==> src/rtl/cam_pack_pkg.sv <==
// Shared constants and types for the camera pixel packer and its word FIFO.
package cam_pack_pkg;

  localparam int PIXEL_WIDTH = 32;
  localparam int DATA_WIDTH  = 2 * PIXEL_WIDTH;

  typedef enum logic {
    ST_IDLE   = 1'b0,
    ST_ACTIVE = 1'b1
  } state_t;

  typedef struct packed {
    logic                  last;
    logic [DATA_WIDTH-1:0] data;
  } fifo_entry_t;

endpackage

==> src/rtl/cam_pack_fifo.sv <==
// First-word-fall-through FIFO; head entry reads as zero while empty.
module cam_pack_fifo
  import cam_pack_pkg::*;
#(
  parameter int  DEPTH   = 16,
  parameter type entry_t = fifo_entry_t,
  localparam int AW      = $clog2(DEPTH)
) (
  input  logic    i_clk,
  input  logic    i_rst,
  input  logic    i_push,
  input  entry_t  i_entry,
  input  logic    i_pop,
  output entry_t  o_entry,
  output logic    o_full,
  output logic    o_empty,
  output logic [AW:0] o_count
);

  entry_t        r_mem [DEPTH];
  logic [AW-1:0] r_rd;
  logic [AW-1:0] r_wr;
  logic [AW:0]   r_count;
  logic          w_do_push;
  logic          w_do_pop;

  assign o_full    = (r_count == (AW+1)'(DEPTH));
  assign o_empty   = (r_count == '0);
  assign o_count   = r_count;
  assign w_do_pop  = i_pop && !o_empty;
  assign w_do_push = i_push && (!o_full || w_do_pop);
  assign o_entry   = o_empty ? '0 : r_mem[r_rd];

  always_ff @(posedge i_clk) begin
    if (i_rst) begin
      r_rd    <= '0;
      r_wr    <= '0;
      r_count <= '0;
    end else begin
      if (w_do_push) r_wr <= r_wr + AW'(1);
      if (w_do_pop)  r_rd <= r_rd + AW'(1);
      case ({w_do_push, w_do_pop})
        2'b10:   r_count <= r_count + (AW+1)'(1);
        2'b01:   r_count <= r_count - (AW+1)'(1);
        default: r_count <= r_count;
      endcase
    end
  end

  always_ff @(posedge i_clk) begin
    if (w_do_push) r_mem[r_wr] <= i_entry;
  end

endmodule

==> src/rtl/cam_dma_pixel_packer.sv <==
// Packs a non-stallable 32-bit pixel stream into 64-bit DMA words, buffers them
// and tags frame ends with wlast; tracks completed frames and dropped words.
module cam_dma_pixel_packer
  import cam_pack_pkg::*;
#(
  parameter int FIFO_DEPTH = 16,
  parameter int CNT_WIDTH  = 16
) (
  input  logic                   io_peripheralClk,
  input  logic                   io_peripheralReset,
  input  logic                   i_enable,
  input  logic                   i_pix_valid,
  input  logic [PIXEL_WIDTH-1:0] i_pix_data,
  input  logic                   i_pix_sof,
  input  logic                   i_pix_eof,
  input  logic                   cam_dma_wready,
  output logic                   cam_dma_wvalid,
  output logic                   cam_dma_wlast,
  output logic [DATA_WIDTH-1:0]  cam_dma_wdata,
  output logic [CNT_WIDTH-1:0]   o_frame_cnt,
  output logic [CNT_WIDTH-1:0]   o_drop_cnt,
  output logic                   o_err,
  output logic                   o_busy
);

  localparam int CW = $clog2(FIFO_DEPTH) + 1;
  localparam logic [PIXEL_WIDTH-1:0] PIX_ZERO = '0;

  function automatic logic [CNT_WIDTH-1:0] sat_inc(input logic [CNT_WIDTH-1:0] v);
    return (&v) ? v : v + CNT_WIDTH'(1);
  endfunction

  state_t                  r_state;
  state_t                  w_state_nxt;
  logic                    r_half;
  logic                    w_half_nxt;
  logic                    w_lo_load;
  logic [PIXEL_WIDTH-1:0]  r_lo;
  logic                    w_vld;
  logic                    w_last;
  logic                    w_err;
  logic [DATA_WIDTH-1:0]   w_word;
  logic                    r_vld_p0;
  logic                    r_last_p0;
  logic [DATA_WIDTH-1:0]   r_word_p0;
  logic                    r_err;
  logic [CNT_WIDTH-1:0]    r_frame_cnt;
  logic [CNT_WIDTH-1:0]    r_drop_cnt;
  fifo_entry_t             w_push_entry;
  fifo_entry_t             w_head;
  logic                    w_full;
  logic                    w_empty;
  logic [CW-1:0]           w_count;
  logic                    w_pop;
  logic                    w_accept;
  logic                    w_push;
  logic                    w_drop;

  always_ff @(posedge io_peripheralClk) begin
    if (io_peripheralReset) r_state <= ST_IDLE;
    else                    r_state <= w_state_nxt;
  end

  always_comb begin
    w_state_nxt = r_state;
    w_half_nxt  = r_half;
    w_lo_load   = 1'b0;
    w_vld       = 1'b0;
    w_last      = 1'b0;
    w_err       = 1'b0;
    w_word      = '0;
    case (r_state)
      ST_IDLE: begin
        if (i_pix_valid && i_pix_sof && i_enable) begin
          if (i_pix_eof) begin
            w_vld  = 1'b1;
            w_last = 1'b1;
            w_word = {PIX_ZERO, i_pix_data};
          end else begin
            w_lo_load   = 1'b1;
            w_half_nxt  = 1'b1;
            w_state_nxt = ST_ACTIVE;
          end
        end
      end
      ST_ACTIVE: begin
        if (i_pix_valid) begin
          if (i_pix_sof) begin
            // Truncated frame: close it out, the sof pixel opens the next one.
            w_err      = 1'b1;
            w_vld      = 1'b1;
            w_last     = 1'b1;
            w_word     = r_half ? {PIX_ZERO, r_lo} : '0;
            w_lo_load  = 1'b1;
            w_half_nxt = 1'b1;
          end else if (r_half) begin
            w_vld      = 1'b1;
            w_last     = i_pix_eof;
            w_word     = {i_pix_data, r_lo};
            w_half_nxt = 1'b0;
            if (i_pix_eof) w_state_nxt = ST_IDLE;
          end else if (i_pix_eof) begin
            w_vld       = 1'b1;
            w_last      = 1'b1;
            w_word      = {PIX_ZERO, i_pix_data};
            w_state_nxt = ST_IDLE;
          end else begin
            w_lo_load  = 1'b1;
            w_half_nxt = 1'b1;
          end
        end
      end
      default: w_state_nxt = ST_IDLE;
    endcase
  end

  // Stage p0: packed word registered, pushed into the FIFO next cycle
  always_ff @(posedge io_peripheralClk) begin
    if (io_peripheralReset) begin
      r_half    <= 1'b0;
      r_lo      <= '0;
      r_vld_p0  <= 1'b0;
      r_last_p0 <= 1'b0;
      r_err     <= 1'b0;
    end else begin
      r_half    <= w_half_nxt;
      if (w_lo_load) r_lo <= i_pix_data;
      r_vld_p0  <= w_vld;
      r_last_p0 <= w_last;
      r_err     <= w_err;
    end
  end

  always_ff @(posedge io_peripheralClk) begin
    if (w_vld) r_word_p0 <= w_word;
  end

  // Top slot is reserved so frame-closing words are never lost.
  assign w_pop    = cam_dma_wvalid && cam_dma_wready;
  assign w_accept = r_last_p0 ? (!w_full || w_pop) : (w_count < CW'(FIFO_DEPTH - 1));
  assign w_push   = r_vld_p0 && w_accept;
  assign w_drop   = r_vld_p0 && !w_accept;

  assign w_push_entry.last = r_last_p0;
  assign w_push_entry.data = r_word_p0;

  cam_pack_fifo #(
    .DEPTH   (FIFO_DEPTH),
    .entry_t (fifo_entry_t)
  ) u_fifo (
    .i_clk   (io_peripheralClk),
    .i_rst   (io_peripheralReset),
    .i_push  (w_push),
    .i_entry (w_push_entry),
    .i_pop   (w_pop),
    .o_entry (w_head),
    .o_full  (w_full),
    .o_empty (w_empty),
    .o_count (w_count)
  );

  always_ff @(posedge io_peripheralClk) begin
    if (io_peripheralReset) begin
      r_frame_cnt <= '0;
      r_drop_cnt  <= '0;
    end else begin
      if (w_pop && w_head.last) r_frame_cnt <= r_frame_cnt + CNT_WIDTH'(1);
      if (w_drop)               r_drop_cnt  <= sat_inc(r_drop_cnt);
    end
  end

  assign cam_dma_wvalid = !w_empty;
  assign cam_dma_wlast  = w_head.last;
  assign cam_dma_wdata  = w_head.data;
  assign o_frame_cnt    = r_frame_cnt;
  assign o_drop_cnt     = r_drop_cnt;
  assign o_err          = r_err;
  assign o_busy         = (r_state != ST_IDLE) || !w_empty;

endmodule

==> config.mk <==
export PLATFORM = sky130hd
export DESIGN_NAME = cam_dma_pixel_packer
export DESIGN_NICKNAME = d
export VERILOG_FILES = /design/src/rtl/cam_pack_pkg.sv /design/src/rtl/cam_pack_fifo.sv /design/src/rtl/cam_dma_pixel_packer.sv
export SDC_FILE = /design/constraint.sdc
export NUM_CORES = 1
export LEC_CHECK = 0
export ABC_CLOCK_PERIOD_IN_PS = 6510
export CORE_MARGIN = 2
export CORE_UTILIZATION = 33
export CTS_CLUSTER_DIAMETER = 80
export DETAILED_ROUTE_END_ITERATION = 10
export DONT_BUFFER_PORTS = 1
export GPL_ROUTABILITY_DRIVEN = 0
export MAX_ROUTING_LAYER = met4
export SYNTH_ARGS = -nofsm -noshare
export SYNTH_HDL_FRONTEND = slang
export SYNTH_SLANG_ARGS = --single-unit
==> constraint.sdc <==
create_clock -name io_peripheralClk -period 6.51 [get_ports io_peripheralClk]
set_input_delay 0.9765 -clock io_peripheralClk [delete_from_list [all_inputs] [get_ports io_peripheralClk]]
set_output_delay 0.9765 -clock io_peripheralClk [all_outputs]
set_load 0.03 [all_outputs]
-- Word-level counts from Yosys, hierarchy flattened
Memories as Yosys holds them, arrays and structs flattened. A register that Yosys moved wholly into a read port is not among the register bits.
Index checks and enable logic that the tools add are counted.
- $add $sub $neg: 6
- order comparisons: 1
- equality and inequality tests: 6
- muxes and demuxes: 38
- bitwise gates (word level): 3
- reduce and logical (&&, ||, !) cells: 20
- operators by type and width (cell ; number):
    two-way mux 64 bit ; 3
    one-hot mux 64 bit (2 select lines) ; 1
    two-way mux 32 bit ; 3
    two-way mux 65 bit ; 1
    adder 16 x 1 -> 16 bit (second input constant) ; 2
    two-way mux 1 bit ; 22
    AND reduction 16 bit ; 1
    one-hot mux 1 bit (2 select lines) ; 5
    one-hot mux 5 bit (2 select lines) ; 1
    adder 4 x 1 -> 4 bit (second input constant) ; 2
    logical AND 1 bit ; 8
    two-way mux 4 bit ; 2
    != test 2 bit (second input constant) ; 3
    adder 5 x 1 -> 5 bit (second input constant) ; 1
    equality test 5 bit (second input constant) ; 1
    zero test 5 bit ; 1
    < comparator 5 x 4 -> 1 bit (second input constant) ; 1
    subtractor 5 x 1 -> 5 bit (second input constant) ; 1
    zero test 1 bit ; 3
    logical OR 1 bit ; 3
    inverter 1 bit ; 3
    AND reduction 3 bit ; 1
    OR reduction 3 bit ; 1
    equality test 2 x 1 -> 1 bit (second input constant) ; 1
    3 further kinds ; 3
- register bits: 146
- memory bits (writable): 1040
- input bits: 39
- word-level logic and storage cells: 87
- memories kept: 1
- memory list (memory ; depth ; bits a word ; read ports ; clocked after Yosys merged registers in ; wr ports ; line ; RTL):
    u_fifo.r_mem ; 16 ; 65 ; 1 ; 1 ; 1 ; cam_pack_fifo.sv:20 ; entry_t r_mem [DEPTH];

-- Depth between registers and ports, before layout
Gate-level depths: netlist of the first run.
- depth in word-level cells: 9
- gate-level depth with buffers: 13
- mapped depth without buffers: 11

-- Hierarchy
Synthesis of the first run repeated with hierarchy kept, for this count alone.
- cell total of the unflattened synthesis: 2227
- area, all modules: 45917.8 um^2
- modules (own cells, without submodules) (module ; instances ; cells an instance ; area each (um^2)):
    cam_pack_fifo ; 1 ; 1719 ; 40483.8
    cam_dma_pixel_packer ; 1 ; 508 ; 5434.0

-- Worst setup path before layout of the first run
Ideal clock, no wire load.
- kind: input-to-reg
- start: in cam_dma_wready
- end: mem u_fifo.r_mem[3][0] (netlist bit) (enable)
- setup time: 568 ps
- data arrival time: 6179 ps
- required time: 5942 ps
- slack: -237 ps
- cell stages on the path: 5
- path buffers: 1
- path through: nand2b_1 > o221a_2 > clkbuf_1 > nand2_1 > nor3_1
- cells in the longest elaborated chain, start to end: 7
- elaborated cells between the ends (all ways): 9
- RTL lines (what ; line ; RTL):
    start, declared ; cam_dma_pixel_packer.sv:16 ; input logic cam_dma_wready,
    logical AND 1 bit (*) ; cam_dma_pixel_packer.sv:139 ; assign w_pop = cam_dma_wvalid && cam_dma_wready;
    logical OR 1 bit ; cam_dma_pixel_packer.sv:140 ; assign w_accept = r_last_p0 ? (!w_full || w_pop) : (w_count < CW'(FIFO_DEPTH - 1));
    two-way mux 1 bit ; cam_dma_pixel_packer.sv:140 ;
    logical AND 1 bit ; cam_dma_pixel_packer.sv:141 ; assign w_push = r_vld_p0 && w_accept;
    logical AND 1 bit (*) ; cam_pack_fifo.sv:31 ; assign w_do_push = i_push && (!o_full || w_do_pop);
    two-way mux 1 bit (*) ; cam_pack_fifo.sv:51 ; if (w_do_push) r_mem[r_wr] <= i_entry;
    two-way mux 1 bit (not written as such) (*) ; cam_pack_fifo.sv:51 ;
    end, declared ; cam_pack_fifo.sv:20 ;
Mark *: on every way between the ends. The rest lies on a longest branch, timed or not.

==> flow_summary.json, run 1 <==
{
  "dieHeight_um": 377,
  "initial_core_util_pct": 33.3,
  "slew_violations": 0,
  "wl_met1_um": 45800,
  "num_io_pins": 139,
  "synthAdderAreaFrac_pct": 0.300,
  "cts_tree": "yes",
  "cts_hold_buf": 0,
  "numCtsBuffers": 118,
  "drt-pass1-iter-count": 5,
  "setup_viol": 0,
  "synth_common_cells": "1104 x edfxtp_1, 320 x mux4_2, 99 x and2_1, 89 x nand2_1, 86 x dfxtp_1",
  "critPathKind": "flip-flop to output pin",
  "dieArea_mm2": 0.142,
  "post-route-period-util_pct": 73.7,
  "highest_layer": "met4",
  "dp_hpwl_um": 60600,
  "dr_wl_met2_um": 53000,
  "numClockSinks": 1190,
  "dp_cells": 3889,
  "yosysSeqAreaShare_pct": 76.0,
  "reg2reg_depth": 4,
  "synth_xor_area_share_pct": 0.172,
  "grt_pass1_wl_um": 162000,
  "r2r_slack_ns": 3.01,
  "grt.overflow.total": 0,
  "cts.root.buffer_cell": "clkbuf_16",
  "routed_wirelength_um": 113000,
  "synth_area_per_cell_um2": 21.1,
  "clock_skew_ns": 0.0679,
  "yosys.area.top_type_share_pct": 72.3,
  "crit_path_max_incr_delay_ns": 0.89,
  "synthFlopType": "edfxtp_1",
  "row_count": 136,
  "grt_max_degree": 117,
  "io_buffers": 0,
  "clk-insertion-delay-late_ns": 0.75,
  "final_cells": 4136,
  "postSynthCellCount": 2173,
  "irDropWorstVdd_mv": 0.217,
  "status": "finished clean",
  "synth_edf_count": 1104,
  "synthTopCellsByArea": "edfxtp_1 72%, mux4_2 16%, dfxtp_1 3.8%, and2_1 1.4%, a21oi_1 0.76%",
  "met3WireLength_um": 11900,
  "cts-resized-gates": 0,
  "core-area_mm2": 0.138,
  "grt_use_total_pct": 16.3,
  "ant_nets": 0,
  "post-route-min-period_ns": 4.80,
  "synth_warnings": 0,
  "vias": 21689,
  "rsz0062_at_grt": "false",
  "crit_slowest_cell": "dfxtp_4",
  "routedWlPerCell_um": 27.2,
  "drt_iter0_drc": 2183,
  "nNetsFinal": 2265,
  "clk_path_buf_depth": 3,
  "syn_nets": 2223,
  "max_slew_margin_pct": 22.7,
  "synth_seq_cells": 1190,
  "synthArstFlopShare_pct": 0,
  "cp_max_fo": 40,
  "r2r-start": "r_last_p0",
  "cp-start-kind": "flip-flop",
  "die_x_um": 377,
  "clk_pin_slew_ns": 0.07,
  "final_core_util_pct": 38.0,
  "cp_data_arrival_time_ns": 3.82,
  "routed_via_density": 5.24,
  "ys_types": 58,
  "drive_above_1_share_pct": 25.6,
  "fmax_mhz": 208,
  "yosys.cell_count.top_type": "edfxtp_1",
  "synth_top_cell_by_area": "edfxtp_1",
  "synth_top_family_by_area": "multiplexers",
  "max_cap_viol_count": 0,
  "p_leak_nw": 15.4,
  "critical_path.most_common_cell": "mux4_2",
  "final_hold_viol_count": 0,
  "hp-class": "input port to flip-flop",
  "reg2reg_to": "u_fifo.r_mem[3][14]",
  "endpoint": "cam_dma_wdata[44]",
  "drc": 0,
  "cts_htree_levels": 3,
  "grt_pass1_vias": 22603,
  "synth-compound-area-share_pct": 2.15,
  "tightest_slew_ns": 1.16,
  "cts_setup_buffers": 0,
  "fill_cells": 12153,
  "antenna_found_initial": 14,
  "cp.required_ns": 5.53,
  "crit_chain": "buf_4 > mux4_2 > mux4_2 > and2_1",
  "yosys.area_share.simple_pct": 3.77,
  "muxShareOfSynthArea_pct": 16.3,
  "syn2layout_area_growth_pct": 14.1,
  "setup_tns_ns": 0,
  "syn_area_mm2": 0.0459,
  "endpoint_kind": "output pin",
  "power.density_mw_per_mm2": 317
}
## metrics by stage
step | total power, mW | instance area (µm²) | hold WS, ns | setup slack, ns
finish | 16.6 | 52300 | 0.368 | 1.71
global route | 17.1 | 52300 | 0.318 | 1.41
CTS | 16.8 | 52300 | 0.282 | 1.52
detailed placement | 9.76 | 48200 | 0.446 | 2.30
global placement | 9.73 | 48200 | 0.439 | 2.35
floorplan | 9.49 | 45900 | 0.436 | 1.51
## worst min-delay path by stage
stage                             from  depth (start not counted)  slack [ns]            end
global placement               r_lo[4]                          2        0.44        r_lo[4]
global route        io_peripheralReset                          1        0.32  o_drop_cnt[6]
detailed placement            r_lo[19]                          2        0.45       r_lo[19]
floorplan                     r_lo[30]                          2        0.44       r_lo[30]
finish                  i_pix_data[11]                          2        0.37       r_lo[11]
CTS                 io_peripheralReset                          1        0.28        r_lo[0]
## logic make-up (layout without fill, tap and decap cells)
kind of cell	after synthesis	in the layout
other cells	0	29
flops	1190	1190
buf+inv	138	278
simple gates	327	327
compound gates	153	153
xor+xnor	9	9
mux	345	345
fa+ha+maj	11	11
## layout by cell type, fill, tap and decap left out, types with 6 or more instances in the layout
master        n
or4_1         8
dfxtp_1      82
xor2_1        6
nor2_4       12
buf_4        35
mux2i_1       7
ha_1         11
nor2_1       37
clkbuf_1     20
diode_2      29
or3_1         9
o31ai_1       6
mux2_2       18
clkinv_1     23
edfxtp_1   1104
mux4_2      320
clkinv_2     22
nor2b_1      16
a21oi_1      70
nand3_1       8
clkbuf_16   121
nand2_1      89
nand2b_1      6
inv_1        13
o21ai_0      18
nand4_1      14
and2_1       99
a22o_1       32
buf_12       10
bufinv_16    18
## per-layer routing
layer / track usage (%) / vias up
met5: - / -
met4: 3.91 / 0
met3: 5.29 / 140
met2: 24.9 / 826
met1: 21.2 / 11632
li1: - / 9091
## layout make-up
type,instances,area [µm²],share of cell area [%]
sequential,1190,34900,66.7
multi-input combinational,845,10600,20.2
clock buffer,141,3100,5.93
tap,1794,2240,4.29
clock inverter,77,948,1.81
timing repair buffer,45,463,0.884
antenna,29,72.6,0.139
inverter,15,57.6,0.110
## sequential cells by signal, indices dropped and copies added, names as in the netlist, named ones only
register	count
r_word_p0	64
r_vld_p0	1
r_half	1
o_drop_cnt	16
u_fifo.r_rd	4
u_fifo.r_wr	4
o_err	1
r_last_p0	1
u_fifo.o_count	5
r_state	1
o_frame_cnt	16
r_lo	32
u_fifo.r_mem	1040
## power breakdown
part	switching [mW]	internal, mW
sequential	0.105	8.35
clock	2.91	4.13
combinational	0.620	0.485
## worst max-delay path: cells and delay by family (launching register included)
family	cells	cell delay [ns]
DFF	1	0.89
and+or+nand+nor	1	0.29
buffers and inverters	1	0.71
muxes	2	1.14
Note: power is estimated with default switching activity, not from simulation.
==> inputs of run 2 (changes only) <==
--- a/config.mk
+++ b/config.mk
@@ -5,7 +5,8 @@
 export SDC_FILE = /design/constraint.sdc
 export NUM_CORES = 1
 export LEC_CHECK = 0
-export ABC_CLOCK_PERIOD_IN_PS = 6510
+export ABC_AREA = 1
+export ABC_CLOCK_PERIOD_IN_PS = 3950
 export CORE_MARGIN = 2
 export CORE_UTILIZATION = 33
 export CTS_CLUSTER_DIAMETER = 80
==> constraint.sdc (replaced) <==
create_clock -name io_peripheralClk -period 3.95 [get_ports io_peripheralClk]
set_input_delay 0.5925 -clock io_peripheralClk [delete_from_list [all_inputs] [get_ports io_peripheralClk]]
set_output_delay 0.5925 -clock io_peripheralClk [all_outputs]
set_load 0.03 [all_outputs]
==> flow_summary.json, run 2 <==
{
  "fmax_mhz": 263,
  "core-area_mm2": 0.141,
  "cp.required_ns": 3.36,
  "vias": 29963,
  "dieHeight_um": 381,
  "clock_skew_ns": 0.0302,
  "syn2layout_area_growth_pct": 14.8,
  "synth_area_per_cell_um2": 12.9,
  "synthAdderAreaFrac_pct": 0.293,
  "crit_slowest_cell": "inv_8",
  "yosys.area_share.simple_pct": 8.25,
  "setup_viol": 0,
  "synthTopCellsByArea": "edfxtp_1 71%, o21ai_0 6.1%, nor2_1 5.6%, dfxtp_1 3.7%, o211ai_1 2.5%",
  "routed_via_density": 5.30,
  "syn_area_mm2": 0.0469,
  "clk-insertion-delay-late_ns": 0.73,
  "cp_max_fo": 126,
  "ff_latch_area_mm2": 0.0349,
  "final_core_util_pct": 38.1,
  "postSynthCellCount": 3629,
  "io_buffers": 0,
  "grt_use_total_pct": 18.1,
  "grt_max_degree": 254,
  "irDropWorstVdd_mv": 0.733,
  "post-route-min-period_ns": 3.80,
  "row_count": 138,
  "synth_top_family_by_area": "compound AO/OA/AOI/OAI gates",
  "critPathBufInv": 3,
  "synth_warnings": 0,
  "holdWs_ns": 0.0436,
  "max_cap_viol_count": 0,
  "numCtsBuffers": 119,
  "endpoint": "cam_dma_wdata[41]",
  "cts.root.buffer_cell": "clkbuf_16",
  "clockPowerShare_pct": 32.0,
  "grt_pass1_wl_um": 190000,
  "hp-class": "input port to flip-flop",
  "critPathKind": "flip-flop to output pin",
  "critical_path.most_common_cell": "buf_4",
  "muxShareOfSynthArea_pct": 0,
  "place_area_mm2": 0.0498,
  "largest_reg_flops": 1040,
  "seqPwrFrac_pct": 39.8,
  "post-route-period-util_pct": 96.2,
  "layout_common_cells": "1104 x edfxtp_1, 689 x nor2_1, 570 x o21ai_0, 154 x o211ai_1, 151 x nand2_1",
  "synth_common_cells": "1104 x edfxtp_1, 706 x nor2_1, 570 x o21ai_0, 154 x clkbuf_1, 154 x o211ai_1",
  "crit_path_max_incr_delay_ns": 0.57,
  "synth_seq_cells": 1190,
  "yosys.area.top_type_share_pct": 70.6,
  "clk_path_buf_depth": 3,
  "endpoint_kind": "output pin",
  "status": "finished clean",
  "syn_nets": 3679,
  "yosysSeqAreaShare_pct": 74.3,
  "drc": 0,
  "power.density_mw_per_mm2": 647,
  "initial_core_util_pct": 33.2,
  "switchingPower_mw": 11.9,
  "yosys.cell_count.top_type": "edfxtp_1",
  "p_leak_nw": 17.2,
  "synth_edf_count": 1104,
  "drive_above_1_share_pct": 9.20,
  "grt_pass1_vias": 28138,
  "drt-pass1-iter-count": 6,
  "slew_violations": 0,
  "fill_cells": 13232,
  "crit_cells": 7,
  "ys_types": 33,
  "pwr-share-comb_pct": 28.2,
  "biggestRegsByFlops": "u_fifo.r_mem: 1040 flops, r_word_p0: 64 flops, r_lo: 32 flops",
  "cp-start-kind": "flip-flop",
  "reg2reg_to": "u_fifo.r_mem[2][19]",
  "ant_nets": 0,
  "multi_input_area_mm2": 0.0106,
  "numClockSinks": 1190,
  "synth-compound-area-share_pct": 13.2,
  "cts_tree": "yes",
  "final_hold_viol_count": 0,
  "final_cells": 5652,
  "die_x_um": 381,
  "routedWlPerCell_um": 23.7,
  "r2r_slack_ns": 0.82,
  "dp_cells": 5405,
  "drt_iter0_drc": 3731,
  "synth_xor_area_share_pct": 0.616,
  "crit_family": "buffers and inverters",
  "swShare_pct": 34.2,
  "rsz0062_at_grt": "false",
  "fin_area_mm2": 0.0539,
  "crit_chain": "buf_4 > inv_8 > nor2_1 > o221ai_1 > nand3_1 > a21oi_1 > buf_4",
  "grt.overflow.total": 0,
  "max_slew_margin_pct": 23.2,
  "p_int_mw": 22.9,
  "synthFlopType": "edfxtp_1",
  "nNetsFinal": 3697,
  "reg2reg_depth": 7,
  "dieArea_mm2": 0.145,
  "synthArstFlopShare_pct": 0,
  "cts_htree_levels": 3,
  "tightest_slew_ns": 1.15,
  "layout_commonest_cell": "edfxtp_1",
  "clk_pin_slew_ns": 0.06,
  "dp_hpwl_um": 69600,
  "antenna_found_initial": 17,
  "r2r-start": "r_last_p0",
  "routed_wirelength_um": 134000,
  "num_io_pins": 139,
  "largest-register": "u_fifo.r_mem",
  "cp_data_arrival_time_ns": 3.21,
  "synth_top_cell_by_area": "edfxtp_1"
}
[run 2: worst min-delay path by stage]
| stage | start | endpoint | slack (ns) | cells past startpoint |
|---|---|---|---|---|
| after global routing | i_pix_data[10] | r_lo[10] | 0.02 | 2 |
| final | i_pix_data[10] | r_lo[10] | 0.04 | 2 |
| after global placement | u_fifo.r_rd[2] | flip-flop | 0.46 | 2 |
| after floorplan | u_fifo.r_rd[2] | flip-flop | 0.45 | 2 |
| after CTS | i_pix_data[10] | r_lo[10] | 0.0004 | 2 |
| after detailed placement | u_fifo.r_rd[2] | flip-flop | 0.47 | 2 |
[run 2: layout make-up]
| cell class | instances | share of cell area, % |
|---|---|---|
| antenna | 13 | 0.0604 |
| clock buffer | 151 | 5.89 |
| clock inverter | 72 | 1.26 |
| inverter | 95 | 0.743 |
| multi-input combinational | 2092 | 19.7 |
| sequential | 1190 | 64.8 |
| tap | 1890 | 4.39 |
| timing repair buffer | 147 | 3.15 |
| timing repair inverter | 2 | 0.0418 |
[run 2: cells by family after synthesis]
family	Yosys count
XOR/XNOR	33
AO/OA/AOI/OAI	1067
flip-flops	1190
buffers and inverters	347
AND/OR/NAND/NOR	981
adder cells (fa/ha/maj)	11
[run 2: what timing repair did]
| item | 4_1_cts | 5_1_grt |
|---|---|---|
| hold endpoints to repair | 42 | 0 |
| endpoints found under the setup margin | 3 | 25 |
| hold buffers | 3 | 0 |
| setup buffers | 0 | 5 |
| resized for setup | 2 | 3 |
| gates cloned | 0 | 3 |
[run 2: metrics by stage]
step / setup TNS, ns / setup slack (ns) / total power [mW]
after floorplan: -439.18 / -0.425 / 20.4
after global placement: 0 / 0.753 / 23.7
after detailed placement: 0 / 0.761 / 23.8
after CTS: 0 / 0.0273 / 34.9
after global routing: 0 / 0.0546 / 36.3
final: 0 / 0.149 / 34.9
[run 2: metal layers]
layer  GRT usage (%)  share of wire [%]  vias to the layer above
met1            24.2                 42                    14973
met2            26.9                 45                     1265
met5               -                  0                        -
li1                -                  -                    13495
met4            5.72                3.0                        0
met3            4.55                9.3                      230
[run 2: power by group through the flow]
stage	clock [mW]	sequential (mW)	combinational, mW
2_1_floorplan	0	14.1	6.34
3_3_place_gp	0	14.1	9.58
3_5_place_dp	0	14.1	9.66
4_1_cts	11.3	13.9	9.72
5_1_grt	11.8	13.9	10.7
6_report	11.2	13.9	9.84
[run 2: worst register-to-register path: stages (launching register included)]
cell and delay [ns]:
dfxtp_1 0.68, inv_1 0.15, nand2_1 0.12, nand3_1 0.26, inv_1 0.21, nand2_1 0.25, nor2_4 0.84, buf_12 0.31
